`src/rtl/lag_tracker.sv`:
```
`timescale 1ns/1ps
// lag_tracker: smooths per-frame microphone lag estimates with a moving
// average, applies hysteresis to the published average and maps it to a
// horizontal screen coordinate for the overlay. Single clock domain.
module lag_tracker #(
  parameter int LAGNUM      = 10,
  parameter int AVG_LOG2    = 2,
  parameter int HYST        = 2,
  parameter int X_CENTER    = 640,
  parameter int X_STEP      = 32,
  parameter int X_MAX       = 1279,
  parameter int X_W         = 11,
  parameter int TIMEOUT_CYC = 60000000
) (
  input  logic                clk_60MHz,
  input  logic                rst_n,
  input  logic signed [5:0]   lag_in,
  input  logic                lag_valid,
  output logic                lag_ready,
  input  logic                clear_ovr,
  output logic [X_W-1:0]      pos_x,
  output logic signed [5:0]   pos_avg,
  output logic                pos_valid,
  output logic                locked,
  output logic                pos_stale,
  output logic                overrun
);

  localparam int D      = 1 << AVG_LOG2;
  localparam int SUM_W  = 6 + AVG_LOG2;
  localparam int PTR_W  = (AVG_LOG2 > 0) ? AVG_LOG2 : 1;
  localparam int FILL_W = AVG_LOG2 + 1;
  localparam int TO_W   = $clog2(TIMEOUT_CYC + 1);

  typedef enum logic [1:0] {
    IDLE    = 2'd0,
    UPDATE  = 2'd1,
    COMPARE = 2'd2,
    MAP     = 2'd3
  } state_e;

  // Limit an incoming lag to the physically meaningful range.
  function automatic logic signed [5:0] clamp_lag(input logic signed [5:0] v);
    if (int'(v) > LAGNUM)
      return 6'(LAGNUM);
    else if (int'(v) < -LAGNUM)
      return 6'(-LAGNUM);
    else
      return v;
  endfunction

  // Lag -> screen x, computed in 32-bit signed so the product cannot wrap,
  // then saturated to the visible range.
  function automatic logic [X_W-1:0] map_x(input logic signed [5:0] a);
    int x;
    x = X_CENTER + int'(a) * X_STEP;
    if (x < 0)
      return '0;
    else if (x > X_MAX)
      return X_W'(X_MAX);
    else
      return X_W'(x);
  endfunction

  // True when the new average has moved far enough from the published one.
  function automatic logic hyst_exceeded(input logic signed [5:0] a,
                                         input logic signed [5:0] b);
    int d;
    d = int'(a) - int'(b);
    if (d < 0) d = -d;
    return (d >= HYST);
  endfunction

  state_e                    state_q, state_d;
  logic signed [5:0]         lag_q, lag_d;
  logic signed [5:0]         hist_q [D];
  logic signed [5:0]         hist_d [D];
  logic signed [SUM_W-1:0]   sum_q, sum_d;
  logic [PTR_W-1:0]          wp_q, wp_d;
  logic [FILL_W-1:0]         fill_q, fill_d;
  logic                      published_q, published_d;
  logic signed [5:0]         avg_q, avg_d;
  logic                      pub_q, pub_d;
  logic [X_W-1:0]            pos_x_q, pos_x_d;
  logic signed [5:0]         pos_avg_q, pos_avg_d;
  logic                      pos_valid_q, pos_valid_d;
  logic                      locked_q, locked_d;
  logic                      stale_q, stale_d;
  logic                      ovr_q, ovr_d;
  logic [TO_W-1:0]           to_cnt_q, to_cnt_d;

  logic signed [SUM_W-1:0]   lag_ext;
  logic signed [SUM_W-1:0]   old_ext;
  logic signed [SUM_W-1:0]   sum_shr;
  logic [FILL_W-1:0]         fill_inc;

  // Sign-extended operands for the running-sum update and the floor average.
  always_comb begin
    lag_ext  = SUM_W'(lag_q);
    old_ext  = SUM_W'(hist_q[wp_q]);
    sum_shr  = sum_q >>> AVG_LOG2;
    fill_inc = (fill_q == FILL_W'(D)) ? fill_q : fill_q + 1'b1;
  end

  // FSM state register.
  always_ff @(posedge clk_60MHz) begin
    if (!rst_n)
      state_q <= IDLE;
    else
      state_q <= state_d;
  end

  // Next-state, datapath next values, timeout and overrun handling.
  always_comb begin
    state_d     = state_q;
    lag_d       = lag_q;
    hist_d      = hist_q;
    sum_d       = sum_q;
    wp_d        = wp_q;
    fill_d      = fill_q;
    published_d = published_q;
    avg_d       = avg_q;
    pub_d       = pub_q;
    pos_x_d     = pos_x_q;
    pos_avg_d   = pos_avg_q;
    pos_valid_d = 1'b0;
    locked_d    = locked_q;
    stale_d     = stale_q;
    to_cnt_d    = to_cnt_q;

    // A strobe while busy is dropped; setting beats clearing.
    ovr_d = ovr_q;
    if (lag_valid && (state_q != IDLE))
      ovr_d = 1'b1;
    else if (clear_ovr)
      ovr_d = 1'b0;

    unique case (state_q)
      IDLE: begin
        if (lag_valid) begin
          lag_d    = clamp_lag(lag_in);
          to_cnt_d = '0;
          stale_d  = 1'b0;
          state_d  = UPDATE;
        end else if (to_cnt_q != TO_W'(TIMEOUT_CYC)) begin
          to_cnt_d = to_cnt_q + 1'b1;
          // Source has gone quiet: forget history but keep last position.
          if (to_cnt_q == TO_W'(TIMEOUT_CYC - 1)) begin
            stale_d     = 1'b1;
            locked_d    = 1'b0;
            sum_d       = '0;
            wp_d        = '0;
            fill_d      = '0;
            published_d = 1'b0;
            for (int i = 0; i < D; i++) hist_d[i] = '0;
          end
        end
      end
      UPDATE: begin
        sum_d        = sum_q - old_ext + lag_ext;
        hist_d[wp_q] = lag_q;
        wp_d         = (wp_q == PTR_W'(D - 1)) ? '0 : wp_q + 1'b1;
        fill_d       = fill_inc;
        if (fill_inc == FILL_W'(D))
          locked_d = 1'b1;
        state_d = COMPARE;
      end
      COMPARE: begin
        avg_d   = sum_shr[5:0];
        pub_d   = locked_q && (!published_q || hyst_exceeded(sum_shr[5:0], pos_avg_q));
        state_d = MAP;
      end
      MAP: begin
        if (pub_q) begin
          pos_x_d     = map_x(avg_q);
          pos_avg_d   = avg_q;
          published_d = 1'b1;
          pos_valid_d = 1'b1;
        end
        state_d = IDLE;
      end
      default: state_d = IDLE;
    endcase
  end

  // Datapath and status registers; everything returns to a known state on reset.
  always_ff @(posedge clk_60MHz) begin
    if (!rst_n) begin
      lag_q       <= '0;
      hist_q      <= '{default: '0};
      sum_q       <= '0;
      wp_q        <= '0;
      fill_q      <= '0;
      published_q <= 1'b0;
      avg_q       <= '0;
      pub_q       <= 1'b0;
      pos_x_q     <= X_W'(X_CENTER);
      pos_avg_q   <= '0;
      pos_valid_q <= 1'b0;
      locked_q    <= 1'b0;
      stale_q     <= 1'b0;
      ovr_q       <= 1'b0;
      to_cnt_q    <= '0;
    end else begin
      lag_q       <= lag_d;
      hist_q      <= hist_d;
      sum_q       <= sum_d;
      wp_q        <= wp_d;
      fill_q      <= fill_d;
      published_q <= published_d;
      avg_q       <= avg_d;
      pub_q       <= pub_d;
      pos_x_q     <= pos_x_d;
      pos_avg_q   <= pos_avg_d;
      pos_valid_q <= pos_valid_d;
      locked_q    <= locked_d;
      stale_q     <= stale_d;
      ovr_q       <= ovr_d;
      to_cnt_q    <= to_cnt_d;
    end
  end

  assign lag_ready = (state_q == IDLE);
  assign pos_x     = pos_x_q;
  assign pos_avg   = pos_avg_q;
  assign pos_valid = pos_valid_q;
  assign locked    = locked_q;
  assign pos_stale = stale_q;
  assign overrun   = ovr_q;

endmodule

```
`config.mk`:
```
export PLATFORM = sky130hd
export DESIGN_NAME = lag_tracker
export DESIGN_NICKNAME = d
export VERILOG_FILES = /design/src/rtl/lag_tracker.sv
export SDC_FILE = /design/constraint.sdc
export NUM_CORES = 1
export LEC_CHECK = 0
export ABC_AREA = 1
export CORE_ASPECT_RATIO = 1.5
export CORE_MARGIN = 5
export CORE_UTILIZATION = 65
export CTS_CLUSTER_DIAMETER = 120
export DETAILED_ROUTE_END_ITERATION = 10
export GPL_TIMING_DRIVEN = 0
export PLACE_DENSITY = 0.95
export SYNTH_ARGS = -nofsm -noshare
export SYNTH_HDL_FRONTEND = slang
export SYNTH_SLANG_ARGS = --single-unit
export TNS_END_PERCENT = 50
```
`constraint.sdc`:
```
create_clock -name clk_60MHz -period 5.4 [get_ports clk_60MHz]
set_input_delay 0.81 -clock clk_60MHz [delete_from_list [all_inputs] [get_ports clk_60MHz]]
set_output_delay 0.81 -clock clk_60MHz [all_outputs]
set_load 0.03 [all_outputs]
```
# Word level (Yosys, flattened, before mapping)
# Index checks and enable logic that the tools add are counted.
[word_totals]
regBits = 100
latchBits = 0
ramBits = 0
mem_bits_ro = 0
inputBits = 10
n_memories = 0
[classes]
addsub = 8
multipliers = 0
div_mod_pow = 0
order_cmp = 8
eq_ne = 14
shift = 0
mux = 47
bitwise = 1
n_reduce_logical = 20
[op_table]
columns = ["operator", "count"]
rows = [
  ["24-bit two-way mux", 3],
  ["32-bit two-way mux", 2],
  ["26-bit two-way mux", 2],
  ["24-bit case mux with 2 select lines", 1],
  ["32-bit by 3-bit greater-or-equal comparator with 1-bit output, second input constant", 1],
  ["7-bit negator with 32-bit output", 1],
  ["6-bit two-way mux", 5],
  ["26-bit by 1-bit adder with 26-bit output, second input constant", 1],
  ["26-bit equality test, second input constant", 1],
  ["26-bit != test, second input constant", 1],
  ["24-bit bitwise mux", 1],
  ["8-bit two-way mux", 3],
  ["11-bit two-way mux", 2],
  ["8-bit case mux with 2 select lines", 1],
  ["11-bit by 11-bit adder with 12-bit output, first input constant", 1],
  ["6-bit binary-select mux with 2-bit select", 1],
  ["6-bit demux with 2-bit select", 1],
  ["12-bit greater-than comparator, second input constant", 1],
  ["12-bit by 1-bit < comparator with 1-bit output, second input constant", 1],
  ["3-bit two-way mux", 4],
  ["2-bit nonzero test", 6],
  ["1-bit two-way mux", 11],
  ["2-bit two-way mux", 5],
  ["5-bit AND reduction", 2],
  ["other kinds (27)", 40],
]

# Depth between registers and ports, before layout
# Gate-level depths: netlist of the first run.
[logic_depth]
depth_word = 7
mapped_depth = 17
ltp_nobuf = 16

# Worst setup path before layout of the first run
# Ideal clock, no wire load.
[synth_path]
kind = "flip-flop to flip-flop"
start = "reg wp_q[0]"
end = "reg sum_q[6]"
setup_time_ps = 132
arrival_ps = 2577
required_ps = 5268
setup_slack_ps = 2691
stages_incl_launch_ff = 17
path_buffers = 1
synth_period_minus_slack_ps = 2709
cell_sequence = "dfxtp_1 inv_1 clkbuf_1 nor2_1 o22ai_1 fa_1 inv_1 fa_1 nand3_1 nand3_1 nand2_1 nand2_1 a21oi_1 xor2_1 nor2_1 nand2_1 a21oi_1"
[synth_via]
elab_chain_len = 7
[synth_lines]
columns = ["element", "line_no", "source"]
rows = [
  ["start: declaration", "79", "logic [PTR_W-1:0] wp_q, wp_d;"],
  ["start signal: assignment", "208", "wp_q <= wp_d;"],
  ["2-bit NOT with 3-bit output (not written as such)", "100", "old_ext = SUM_W'(hist_q[wp_q]);"],
  ["6-bit binary-select mux with 2-bit select", "100", ""],
  ["6-bit two-way mux (not written as such) (2 in series)", "100", ""],
  ["8-bit by 6-bit subtractor with 8-bit output", "160", "sum_d = sum_q - old_ext + lag_ext;"],
  ["8-bit by 6-bit adder with 8-bit output", "160", ""],
  ["8-bit case mux with 2 select lines", "138", "unique case (state_q)"],
  ["end signal: assignment", "207", "sum_q <= sum_d;"],
  ["end: declaration", "78", "logic signed [SUM_W-1:0] sum_q, sum_d;"],
]
# Every way passes these cells. The select of a mux whose other input is x is not followed.
# A chain may end at the register's enable or synchronous reset.

# Worst setup path after layout of the first run
[layout_path]
start = "reg wp_q[0]"
end = "reg sum_q[7]"
# Same word-level chain as after synthesis.

==> results of run 1 <==
==> power groups by stage <==
| stage | Combinational, mW | Clock [mW] | Sequential [mW] |
|---|---|---|---|
| finish | 1.39 | 0.611 | 0.829 |
| floorplan | 1.00 | 0 | 0.824 |
| global placement | 1.27 | 0 | 0.837 |
| global route | 1.51 | 0.647 | 0.834 |
| CTS | 1.35 | 0.607 | 0.826 |
| detailed placement | 1.31 | 0 | 0.839 |
==> Yosys cell counts (3+ instances only) <==
master / instances / area share
a21oi_1: 101 / 0.088
a221oi_1: 3 / 0.0046
buf_2: 5 / 0.0044
buf_4: 4 / 0.0052
buf_8: 3 / 0.0079
clkbuf_1: 21 / 0.014
dfxtp_1: 96 / 0.34
fa_1: 8 / 0.028
ha_1: 30 / 0.066
inv_1: 102 / 0.067
nand2_1: 168 / 0.11
nand3_1: 65 / 0.057
nand3_2: 6 / 0.010
nand3b_1: 5 / 0.0066
nand4_1: 23 / 0.025
nor2_1: 67 / 0.044
nor3_1: 13 / 0.011
nor4_1: 4 / 0.0044
o21ai_0: 43 / 0.038
o22ai_1: 8 / 0.0087
or2_2: 6 / 0.0066
xnor2_1: 5 / 0.0076
xor2_1: 12 / 0.018
==> worst max-delay path by stage <==
| stage | end | cells past startpoint | slack (ps) | start |
|---|---|---|---|---|
| after floorplan | sum_q[6] | 16 | 2690 | wp_q[0] |
| final | sum_q[7] | 14 | 2100 | wp_q[0] |
| after detailed placement | sum_q[5] | 16 | 2300 | wp_q[0] |
| after global placement | sum_q[6] | 16 | 2330 | wp_q[0] |
| after CTS | sum_q[7] | 14 | 2230 | wp_q[0] |
| after global routing | sum_q[5] | 16 | 1910 | wp_q[0] |
==> worst max-delay path, delay by kind of cell (launching register included) <==
| kind | cells | cell delay [ps] |
|---|---|---|
| adders and majority gates | 2 | 850 |
| buffers and inverters | 4 | 580 |
| AOI/OAI and AO/OA | 4 | 620 |
| and+or+nand+nor | 4 | 620 |
| DFF | 1 | 500 |
==> cell families after synthesis <==
group	synth area share
AO/OA/AOI/OAI	0.148
XOR/XNOR	0.0260
adder cells (fa/ha/maj)	0.0935
buffers and inverters	0.104
flip-flops	0.335
AND/OR/NAND/NOR	0.293
==> state kept, by name, indices dropped and copies added, names as in the netlist <==
name         cells
pos_valid        1
overrun          1
avg_q            6
wp_q             2
locked           1
hist_q          24
published_q      1
to_cnt_q        26
fill_q           3
pos_x            7
pos_avg          6
state_q          2
pub_q            1
pos_stale        1
sum_q            8
lag_q            6
==> per-stage QoR <==
stage / total power [mW] / cell area (µm²) / hold WS [ps] / instances / worst slack, ps
finish: 2.83 / 6450 / 465 / 974 / 2100
global route: 2.99 / 6450 / 481 / 974 / 1910
CTS: 2.78 / 6450 / 462 / 974 / 2230
detailed placement: 2.15 / 6170 / 452 / 958 / 2300
global placement: 2.10 / 6170 / 445 / 958 / 2330
floorplan: 1.83 / 5730 / 424 / 818 / 2690
==> final cells by class <==
type	count	area, µm²	area share
Timing Repair Buffer	30	300	0.0466
Buffer	35	203	0.0314
Sequential cell	96	1920	0.298
Tap cell	110	138	0.0213
Inverter	105	395	0.0613
Multi-Input combinational cell	582	3210	0.498
Clock buffer	9	225	0.0349
Clock inverter	7	55.1	0.00854
==> layer usage <==
| metal | part of all wire | wire (µm) | global-route usage | up-vias |
|---|---|---|---|---|
| met4 | 0.068 | 1110 | 0.213 | 0 |
| met5 | 0 | 0 | 0 | - |
| li1 | - | - | - | 2769 |
| met2 | 0.52 | 8580 | 0.551 | 294 |
| met3 | 0.062 | 1020 | 0.0704 | 91 |
| met1 | 0.35 | 5700 | 0.316 | 2663 |
==> load_flow_metrics.sql, run 1 <==
INSERT INTO impl_metrics (metric_group, metric, value, unit) VALUES
('grt', 'grt_pass1_wl', '26900', 'µm'),
('final_layout', 'fillerInstances', '668', ''),
('clock_tree', 'post_cts_buffers', '0', ''),
('yosys', 'yosysUniqueCellTypes', '40', ''),
('worst_setup_path', 'crit-reg2reg-launch', 'wp_q[0]', ''),
('clock_tree', 'cts-root-buf', 'clkbuf_16', ''),
('sta', 'timing.fmax', '0.303', 'GHz'),
('sta', 'report.final.setup_viol', '0', ''),
('min_path', 'min_delay_endpoint', 'hist_q[23]', ''),
('worst_setup_path', 'timing.critical_path.from_type', 'register', ''),
('sta', 'worst_clock_skew', '7.49', 'ps'),
('outcome', 'run_status', 'finished clean', ''),
('power', 'share_seq_of_total_power', '0.293', ''),
('route', 'route.antenna.remaining_nets', '0', ''),
('route', 'drt_first_pass_iters', '5', ''),
('place', 'placement.io_buffers', '30', ''),
('worst_setup_path', 'worstPathCellList', 'inv_1 -> clkbuf_1 -> o21ai_0 -> o22ai_1 -> fa_1 -> inv_1 -> ha_1 -> inv_1 -> o21ai_0 -> nand3_1 -> nand3_1 -> or2_2 -> nand4_2 -> a21oi_2', ''),
('power', 'power_switching', '1.28', 'mW'),
('yosys', 'ys_seq_elements', '96', ''),
('yosys', 'number_of_flops_mapped_to_enable_cells_by_yosys', '0', ''),
('sta', 'grt_setup_unrepaired', 'false', ''),
('final_layout', 'most-common-layout-cells', '168 x nand2_1, 102 x inv_1, 101 x a21oi_1', ''),
('min_path', 'timing.hold.worst.class', 'reg -> reg', ''),
('route', 'aggregate_routed_wire_length', '16400', 'µm'),
('clock_tree', 'clock_tree.htree_level_count', '3', ''),
('clock_tree', 'cts-buffers-inserted', '9', ''),
('floorplan', 'floorplan.initialDensity', '0.657', ''),
('sta', 'fin_tns_setup', '0', 'ps'),
('floorplan', 'floorplan_die_area', '10800', 'µm²'),
('floorplan', 'core_region_area', '8720', 'µm²'),
('place', 'detail_placement_hpwl', '12100', 'µm'),
('worst_setup_path', 'end_kind', 'register', ''),
('grt', 'overflow', '0', ''),
('final_layout', 'area.growth.synth_to_final', '12.5', '%'),
('worst_setup_path', 'worstRegToRegCells', '14', ''),
('yosys', 'postSynthAreaPerCell', '7.00', 'µm²'),
('clock_tree', 'cts-root-to-sink-buffers', '2', ''),
('worst_setup_path', 'slowest_delay', '500', 'ps'),
('sta', 'max_slew_margin', '0.510', ''),
('final_layout', 'postLayoutCoreUtil', '0.739', ''),
('min_path', 'worstHoldPathCells', '2', ''),
('clock_tree', 'clkTransAtPathRegs', '70', 'ps'),
('sta', 'report.final.slew_viol_count', '0', ''),
('sta', 'hold_violations', '0', ''),
('worst_setup_path', 'critPathMaxFanout', '11', ''),
('clock_tree', 'cts.hold.buffers_added', '0', ''),
('worst_setup_path', 'crit_path_top_delay_cell', 'dfxtp_1', ''),
('sta', 'period_minus_slack', '3300', 'ps'),
('yosys', 'yosys_warnings', '0', ''),
('route', 'detail_route.vias_per_cell', '5.97', ''),
('min_path', 'min-delay-start', 'hist_q[23]', ''),
('worst_setup_path', 'timing.critical_path.mode_cell', 'inv_1', ''),
('route', 'routed_wire_length_per_instance', '16.8', 'µm'),
('power', 'pwr-share-clk', '0.216', ''),
('worst_setup_path', 'reg2reg_setup_slack', '2100', 'ps'),
('sta', 'timing_worst_slew_pin_value', '728', 'ps'),
('route', 'drc', '0', ''),
('yosys', 'yosys_most_used_dff', 'dfxtp_1', ''),
('power', 'total_leakage_power', '2.61', 'nW'),
('final_layout', 'fin_nets', '907', ''),
('route', 'vias_after_detailed_routing', '5817', ''),
('power', 'power_density', '438', 'nW/µm²'),
('flow_run', 'timing.max_cap.violations', '0', ''),
('route', 'drt-initial-drc-count', '563', ''),
('yosys', 'postSynthNetCount', '866', ''),
('power', 'power_switching_share', '0.454', ''),
('yosys', 'synth_sequential_area_ratio', '0.335', ''),
('yosys', 'asyncSetResetFlopFracSynth', '0', ''),
('floorplan', 'io-pin-count', '32', ''),
('grt', 'first_global_vias', '5857', ''),
('clock_tree', 'numClockSinks', '96', '');
Note: power is estimated with default switching activity, not from simulation.
==> run 2, diff against run 1 <==
--- a/config.mk
+++ b/config.mk
@@ -8,11 +8,11 @@
 export ABC_AREA = 1
 export CORE_ASPECT_RATIO = 1.5
 export CORE_MARGIN = 5
-export CORE_UTILIZATION = 65
+export CORE_UTILIZATION = 60
 export CTS_CLUSTER_DIAMETER = 120
 export DETAILED_ROUTE_END_ITERATION = 10
 export GPL_TIMING_DRIVEN = 0
-export PLACE_DENSITY = 0.95
+export PLACE_DENSITY = 0.9
 export SYNTH_ARGS = -nofsm -noshare
 export SYNTH_HDL_FRONTEND = slang
 export SYNTH_SLANG_ARGS = --single-unit
==> constraint.sdc (replaced) <==
create_clock -name clk_60MHz -period 3.1 [get_ports clk_60MHz]
set_input_delay 0.465 -clock clk_60MHz [delete_from_list [all_inputs] [get_ports clk_60MHz]]
set_output_delay 0.465 -clock clk_60MHz [all_outputs]
set_load 0.03 [all_outputs]
==> load_flow_metrics.sql, run 2 (synthesis results as in run 1) <==
INSERT INTO impl_metrics (metric_group, metric, value, unit) VALUES
('worst_setup_path', 'worstPathCellList', 'inv_1 -> clkbuf_4 -> o21ai_0 -> o22ai_1 -> fa_1 -> inv_1 -> ha_1 -> a21oi_1 -> nand2_1 -> nand2_1 -> nand2_1 -> a21oi_2 -> xor2_1 -> nor2_1 -> nand2_1 -> a21oi_1', ''),
('final_layout', 'area.growth.synth_to_final', '14.1', '%'),
('floorplan', 'core_region_area', '9310', 'µm²'),
('flow_run', 'timing.max_cap.violations', '0', ''),
('sta', 'grt_setup_unrepaired', 'false', ''),
('final_layout', 'multi_input_comb_area', '3210', 'µm²'),
('sta', 'timing.fmax', '0.343', 'GHz'),
('sta', 'timing_worst_slew_pin_value', '971', 'ps'),
('clock_tree', 'clk-insertion-delay-late', '360', 'ps'),
('final_layout', 'regArea', '1930', 'µm²'),
('power', 'total_leakage_power', '2.66', 'nW'),
('sta', 'report.final.setup_viol', '0', ''),
('route', 'drc', '0', ''),
('floorplan', 'num_rows', '43', ''),
('sta', 'period_minus_slack', '2910', 'ps'),
('clock_tree', 'clock_tree.htree_level_count', '3', ''),
('worst_setup_path', 'slowest_delay', '500', 'ps'),
('sta', 'fin_tns_setup', '0', 'ps'),
('worst_setup_path', 'timing.critical_path.mode_cell', 'nand2_1', ''),
('sta', 'worst_clock_skew', '7.42', 'ps'),
('final_layout', 'fillerInstances', '762', ''),
('worst_setup_path', 'reg2reg_setup_slack', '190', 'ps'),
('route', 'detail_route.vias_per_cell', '5.87', ''),
('grt', 'overflow', '0', ''),
('clock_tree', 'cts-root-to-sink-buffers', '2', ''),
('outcome', 'run_status', 'finished clean', ''),
('grt', 'grt_usage', '0.262', ''),
('final_layout', 'antennaDiodeCount', '0', ''),
('floorplan', 'floorplan_die_area', '11600', 'µm²'),
('sta', 'hold_violations', '0', ''),
('clock_tree', 'cts-root-buf', 'clkbuf_16', ''),
('min_path', 'timing.hold.worst.class', 'reg -> reg', ''),
('grt', 'number_of_antenna_violations_at_the_first_check_in_global_routing', '0', ''),
('min_path', 'worstHoldPathCells', '2', ''),
('clock_tree', 'cts-buffers-inserted', '9', ''),
('min_path', 'min_delay_endpoint', 'hist_q[17]', ''),
('min_path', 'min-delay-start', 'hist_q[17]', ''),
('worst_setup_path', 'crit-reg2reg-launch', 'wp_q[0]', ''),
('worst_setup_path', 'data_arrival_time_of_the_critical_path', '3140', 'ps'),
('clock_tree', 'cts.hold.buffers_added', '0', ''),
('route', 'vias_after_detailed_routing', '5732', ''),
('route', 'route.antenna.remaining_nets', '0', ''),
('worst_setup_path', 'worstPathBufferInverterCount', '3', ''),
('sta', 'max_slew_margin', '0.347', ''),
('route', 'drt-initial-drc-count', '485', ''),
('floorplan', 'chipHeight', '130', 'µm'),
('route', 'aggregate_routed_wire_length', '15300', 'µm'),
('place', 'detail_placement_hpwl', '11300', 'µm'),
('sta', 'report.final.slew_viol_count', '0', ''),
('place', 'gp_congestion', '1.11', ''),
('clock_tree', 'clkTransAtPathRegs', '70', 'ps'),
('clock_tree', 'numClockSinks', '96', ''),
('final_layout', 'most-common-layout-cells', '168 x nand2_1, 102 x inv_1, 100 x a21oi_1', ''),
('final_layout', 'layout_top_registers', 'to_cnt_q x26, hist_q x24, sum_q x8', ''),
('grt', 'first_global_vias', '5463', ''),
('worst_setup_path', 'r2r-end', 'sum_q[5]', ''),
('worst_setup_path', 'critical_path_class', 'reg -> reg', ''),
('final_layout', 'top_register', 'to_cnt_q', ''),
('sta', 'post-route-period-util', '0.940', ''),
('route', 'drt_first_pass_iters', '6', ''),
('worst_setup_path', 'end_kind', 'register', ''),
('clock_tree', 'tritoncts', 'yes', ''),
('worst_setup_path', 'crit_path_top_delay_cell', 'fa_1', ''),
('grt', 'grt_pass1_wl', '24700', 'µm'),
('power', 'power_density', '779', 'nW/µm²'),
('floorplan', 'floorplan.die.width', '89.8', 'µm'),
('floorplan', 'io-pin-count', '32', ''),
('final_layout', 'mostFrequentLayoutCell', 'nand2_1', ''),
('worst_setup_path', 'critPathMaxFanout', '11', ''),
('worst_setup_path', 'timing.critical_path.from_type', 'register', ''),
('worst_setup_path', 'crit_required', '3320', 'ps'),
('sta', 'whs', '464', 'ps'),
('grt', 'grt_start_max_net_pins', '17', ''),
('worst_setup_path', 'crit_family', 'adder cells', ''),
('final_layout', 'layout-drive-gt1-share', '0.0660', ''),
('final_layout', 'fin_nets', '907', ''),
('route', 'routed_wire_length_per_instance', '15.6', 'µm'),
('floorplan', 'floorplan.initialDensity', '0.616', ''),
('power', 'irDropWorstVdd', '450', 'µV'),
('worst_setup_path', 'worstRegToRegCells', '16', ''),
('place', 'placement.io_buffers', '30', ''),
('final_layout', 'largest_register_ff_count', '26', '');
-- run 2: through the flow --
step / worst slack [ps] / total power, mW / util / cells / cell area (µm²)
2_1_floorplan: 391 / 3.18 / - / 818 / 5730
3_3_place_gp: 18.9 / 3.66 / 0.663 / 960 / 6170
3_5_place_dp: -22.3 / 3.72 / 0.663 / 960 / 6170
4_1_cts: 108 / 5.04 / 0.701 / 976 / 6530
5_1_grt: 13.3 / 5.40 / 0.702 / 976 / 6540
6_report: 187 / 5.10 / 0.702 / 976 / 6540
-- run 2: power breakdown --
group          internal [mW]  leakage (nW)  switching [mW]
Combinational          0.803          1.71            1.54
Sequential              1.34         0.777          0.0934
Clock                  0.815         0.169           0.500
Total                   2.96          2.66            2.14
-- run 2: what timing repair did --
action                                  CTS  global route
pin swaps                                 0             0
gates cloned                              0             0
resized for setup                         2             7
endpoints found under the setup margin    3             3
setup buffers                             0             0
-- run 2: layout make-up --
type                    count  area share
clock inverters             6      0.0176
clock buffers              10      0.0366
well taps                 112      0.0214
flip-flops and latches     96       0.295
inverters                 105      0.0605
repair buffers             30      0.0459
multi-input cells         582       0.491
plain buffers              35      0.0318
-- run 2: how the worst max path moves through the flow --
stage	slack (ps)	cells past startpoint	startpoint	endpoint
final	190	16	wp_q[0]	sum_q[5]
after global routing	10	16	wp_q[0]	sum_q[5]
after floorplan	390	16	wp_q[0]	sum_q[6]
after detailed placement	-20	16	wp_q[0]	sum_q[5]
after global placement	20	16	wp_q[0]	sum_q[5]
after CTS	110	15	wp_q[0]	sum_q[5]
-- run 2: metal layers --
layer / part of all wire / GRT usage
met1: 0.37 / 0.270
met2: 0.52 / 0.478
met3: 0.052 / 0.0389
met4: 0.059 / 0.195
met5: 0 / 0
-- run 2: worst reg2reg max path: stages (launching register included) --
cell and delay [ps]:
dfxtp_4 390, inv_1 90, clkbuf_4 200, o21ai_0 160
o22ai_1 130, fa_1 500, inv_1 40, ha_1 340
a21oi_1 180, nand2_1 120, nand2_1 100, nand2_1 60
a21oi_2 130, xor2_1 160, nor2_1 50, nand2_1 80
a21oi_1 50
==> run 3, diff against run 2 <==
--- a/config.mk
+++ b/config.mk
@@ -7,7 +7,7 @@
 export LEC_CHECK = 0
 export ABC_AREA = 1
 export CORE_ASPECT_RATIO = 1.5
-export CORE_MARGIN = 5
+export CORE_MARGIN = 2
 export CORE_UTILIZATION = 60
 export CTS_CLUSTER_DIAMETER = 120
 export DETAILED_ROUTE_END_ITERATION = 10
==> load_flow_metrics.sql, run 3 (synthesis results as in run 1) <==
INSERT INTO impl_metrics (metric_group, metric, value, unit) VALUES
('place', 'post-place-ws', '-65.2', 'ps'),
('final_layout', 'most-common-layout-cells', '168 x nand2_1, 102 x inv_1, 101 x a21oi_1', ''),
('clock_tree', 'tritoncts', 'yes', ''),
('grt', 'first_global_vias', '5441', ''),
('place', 'placed_cells', '960', ''),
('final_layout', 'top_register', 'to_cnt_q', ''),
('worst_setup_path', 'slowest_delay', '500', 'ps'),
('worst_setup_path', 'critPathMaxFanout', '9', ''),
('final_layout', 'area.growth.synth_to_final', '14.0', '%'),
('route', 'routed_wire_length_per_instance', '15.9', 'µm'),
('floorplan', 'floorplan.die.width', '83.8', 'µm'),
('worst_setup_path', 'data_arrival_time_of_the_critical_path', '3150', 'ps'),
('grt', 'number_of_antenna_violations_at_the_first_check_in_global_routing', '0', ''),
('min_path', 'timing.hold.worst.class', 'reg -> reg', ''),
('worst_setup_path', 'crit_path_top_delay_cell', 'dfxtp_1', ''),
('route', 'vias_after_detailed_routing', '5748', ''),
('worst_setup_path', 'crit-reg2reg-launch', 'wp_q[1]', ''),
('power', 'share_seq_of_total_power', '0.282', ''),
('outcome', 'run_status', 'finished clean', ''),
('floorplan', 'floorplan.initialDensity', '0.619', ''),
('worst_setup_path', 'r2r-end', 'sum_q[6]', ''),
('worst_setup_path', 'cp.depth', '15', ''),
('clock_tree', 'numClockSinks', '96', ''),
('grt', 'grt_pass1_wl', '25000', 'µm'),
('sta', 'post-route-period-util', '0.944', ''),
('floorplan', 'floorplan_die_area', '10400', 'µm²'),
('route', 'aggregate_routed_wire_length', '15500', 'µm'),
('worst_setup_path', 'end_kind', 'register', ''),
('grt', 'grt_start_max_net_pins', '17', ''),
('power', 'power_density', '781', 'nW/µm²'),
('clock_tree', 'cts-root-to-sink-buffers', '2', ''),
('power', 'internal_power', '2.95', 'mW'),
('worst_setup_path', 'crit_end', 'sum_q[6]', ''),
('final_layout', 'fin_nets', '907', ''),
('worst_setup_path', 'timing.critical_path.mode_cell', 'nand2_1', ''),
('worst_setup_path', 'worstRegToRegCells', '15', ''),
('sta', 'report.final.slew_viol_count', '0', ''),
('sta', 'timing_worst_slew_pin_value', '1110', 'ps'),
('final_layout', 'instances_no_fill', '976', ''),
('worst_setup_path', 'reg2reg_setup_slack', '170', 'ps'),
('clock_tree', 'post_cts_buffers', '0', ''),
('final_layout', 'largest_register_ff_count', '26', ''),
('floorplan', 'core_region_area', '9250', 'µm²'),
('final_layout', 'layout_top_registers', 'to_cnt_q x26, hist_q x24, sum_q x8', ''),
('clock_tree', 'clkTransAtPathRegs', '70', 'ps'),
('grt', 'overflow', '0', ''),
('worst_setup_path', 'critical_path_class', 'reg -> reg', ''),
('floorplan', 'chipHeight', '124', 'µm'),
('sta', 'hold_violations', '0', ''),
('sta', 'max_slew_margin', '0.250', ''),
('sta', 'worst_clock_skew', '7.70', 'ps'),
('clock_tree', 'cts-root-buf', 'clkbuf_16', ''),
('power', 'share_comb_of_total_power', '0.459', ''),
('sta', 'whs', '466', 'ps'),
('worst_setup_path', 'worstPathCellList', 'inv_1 -> o21ai_0 -> o22ai_1 -> fa_1 -> inv_1 -> fa_1 -> nand3_1 -> nand3_1 -> nand2_1 -> nand2_1 -> a21oi_1 -> xor2_1 -> nor2_1 -> nand2_1 -> a21oi_1', ''),
('power', 'irDropWorstVdd', '481', 'µV'),
('route', 'detail_route.vias_per_cell', '5.89', ''),
('worst_setup_path', 'worstPathBufferInverterCount', '2', ''),
('worst_setup_path', 'timing.critical_path.from', 'wp_q[1]', ''),
('place', 'detail_placement_hpwl', '11400', 'µm'),
('sta', 'report.final.setup_viol', '0', ''),
('place', 'placement.io_buffers', '30', ''),
('final_layout', 'fillerInstances', '754', ''),
('power', 'power_switching_share', '0.422', ''),
('clock_tree', 'clock_tree.htree_level_count', '3', ''),
('clock_tree', 'cts-buffers-inserted', '9', ''),
('power', 'pwr-share-clk', '0.259', ''),
('final_layout', 'layout-drive-gt1-share', '0.0637', ''),
('route', 'drc', '0', ''),
('final_layout', 'mostFrequentLayoutCell', 'nand2_1', ''),
('flow_run', 'timing.max_cap.violations', '0', ''),
('power', 'power_switching', '2.15', 'mW'),
('clock_tree', 'clk-insertion-delay-late', '360', 'ps'),
('power', 'total_leakage_power', '2.66', 'nW'),
('sta', 'timing.fmax', '0.342', 'GHz'),
('sta', 'grt_setup_unrepaired', 'false', ''),
('route', 'drt_first_pass_iters', '6', ''),
('worst_setup_path', 'timing.critical_path.from_type', 'register', ''),
('worst_setup_path', 'crit_required', '3320', 'ps'),
('clock_tree', 'cts.hold.buffers_added', '0', ''),
('floorplan', 'io-pin-count', '32', ''),
('sta', 'period_minus_slack', '2930', 'ps'),
('route', 'drt-initial-drc-count', '623', ''),
('worst_setup_path', 'crit_family', 'adder cells', ''),
('grt', 'grt_usage', '0.304', ''),
('sta', 'final.setup.worst_slack', '174', 'ps'),
('place', 'gp_congestion', '0.974', ''),
('route', 'route.antenna.remaining_nets', '0', ''),
('min_path', 'worstHoldPathCells', '2', ''),
('floorplan', 'num_rows', '43', ''),
('final_layout', 'antennaDiodeCount', '0', '');
-- run 3: what timing repair did --
item | 4_1_cts | 5_1_grt
pin swaps | 0 | 0
resized for setup | 3 | 5
setup endpoints to repair | 3 | 3
-- run 3: how the worst min path moves through the flow --
stage	start	slack, ps	endpoint
after floorplan	published_q	420	published_q
after global placement	hist_q[11]	450	hist_q[11]
after detailed placement	hist_q[11]	450	hist_q[11]
after CTS	hist_q[18]	460	hist_q[18]
after global routing	hist_q[11]	480	hist_q[11]
final	hist_q[18]	470	hist_q[18]
-- run 3: power by group through the flow --
stage                     sequential [mW]  clock [mW]  combinational (mW)
after floorplan                      1.44           0                1.75
after global placement               1.45           0                2.22
after detailed placement             1.46           0                2.28
after CTS                            1.43        1.32                2.30
after global routing                 1.45        1.37                2.61
final                                1.44        1.32                2.34
-- run 3: per-layer routing --
layer	vias up	GRT usage	wire, µm	share of wire
met5	-	0	0	0
met4	0	0.210	1040	0.067
met3	84	0.0431	793	0.051
met2	246	0.554	7830	0.50
met1	2634	0.324	5870	0.38
li1	2784	-	-	-
-- run 3: area by class of cell --
class	instances	area, µm²	share of cell area
multi-input combinational	582	3210	0.491
inverter	105	395	0.0605
tap	112	140	0.0215
timing repair buffer	30	300	0.0460
buffer	35	205	0.0314
clock inverter	6	115	0.0176
clock buffer	10	239	0.0366
sequential	96	1930	0.295
-- run 3: worst register-to-register path: stages, from the launching register on --
cell,delay (ps)
dfxtp_1,500
inv_1,220
o21ai_0,130
o22ai_1,130
fa_1,490
inv_1,70
fa_1,450
nand3_1,100
nand3_1,80
nand2_1,80
nand2_1,50
a21oi_1,150
xor2_1,160
nor2_1,50
nand2_1,80
a21oi_1,60
-- run 3: per-stage QoR --
stage / util / power (mW) / instance area (µm²) / TNS, ps
final: 0.706 / 5.10 / 6530 / 0
after global routing: 0.706 / 5.43 / 6530 / 0
after CTS: 0.705 / 5.05 / 6530 / 0
after detailed placement: 0.667 / 3.73 / 6170 / -163
after global placement: 0.667 / 3.67 / 6170 / -1.92
after floorplan: - / 3.18 / 5730 / 0
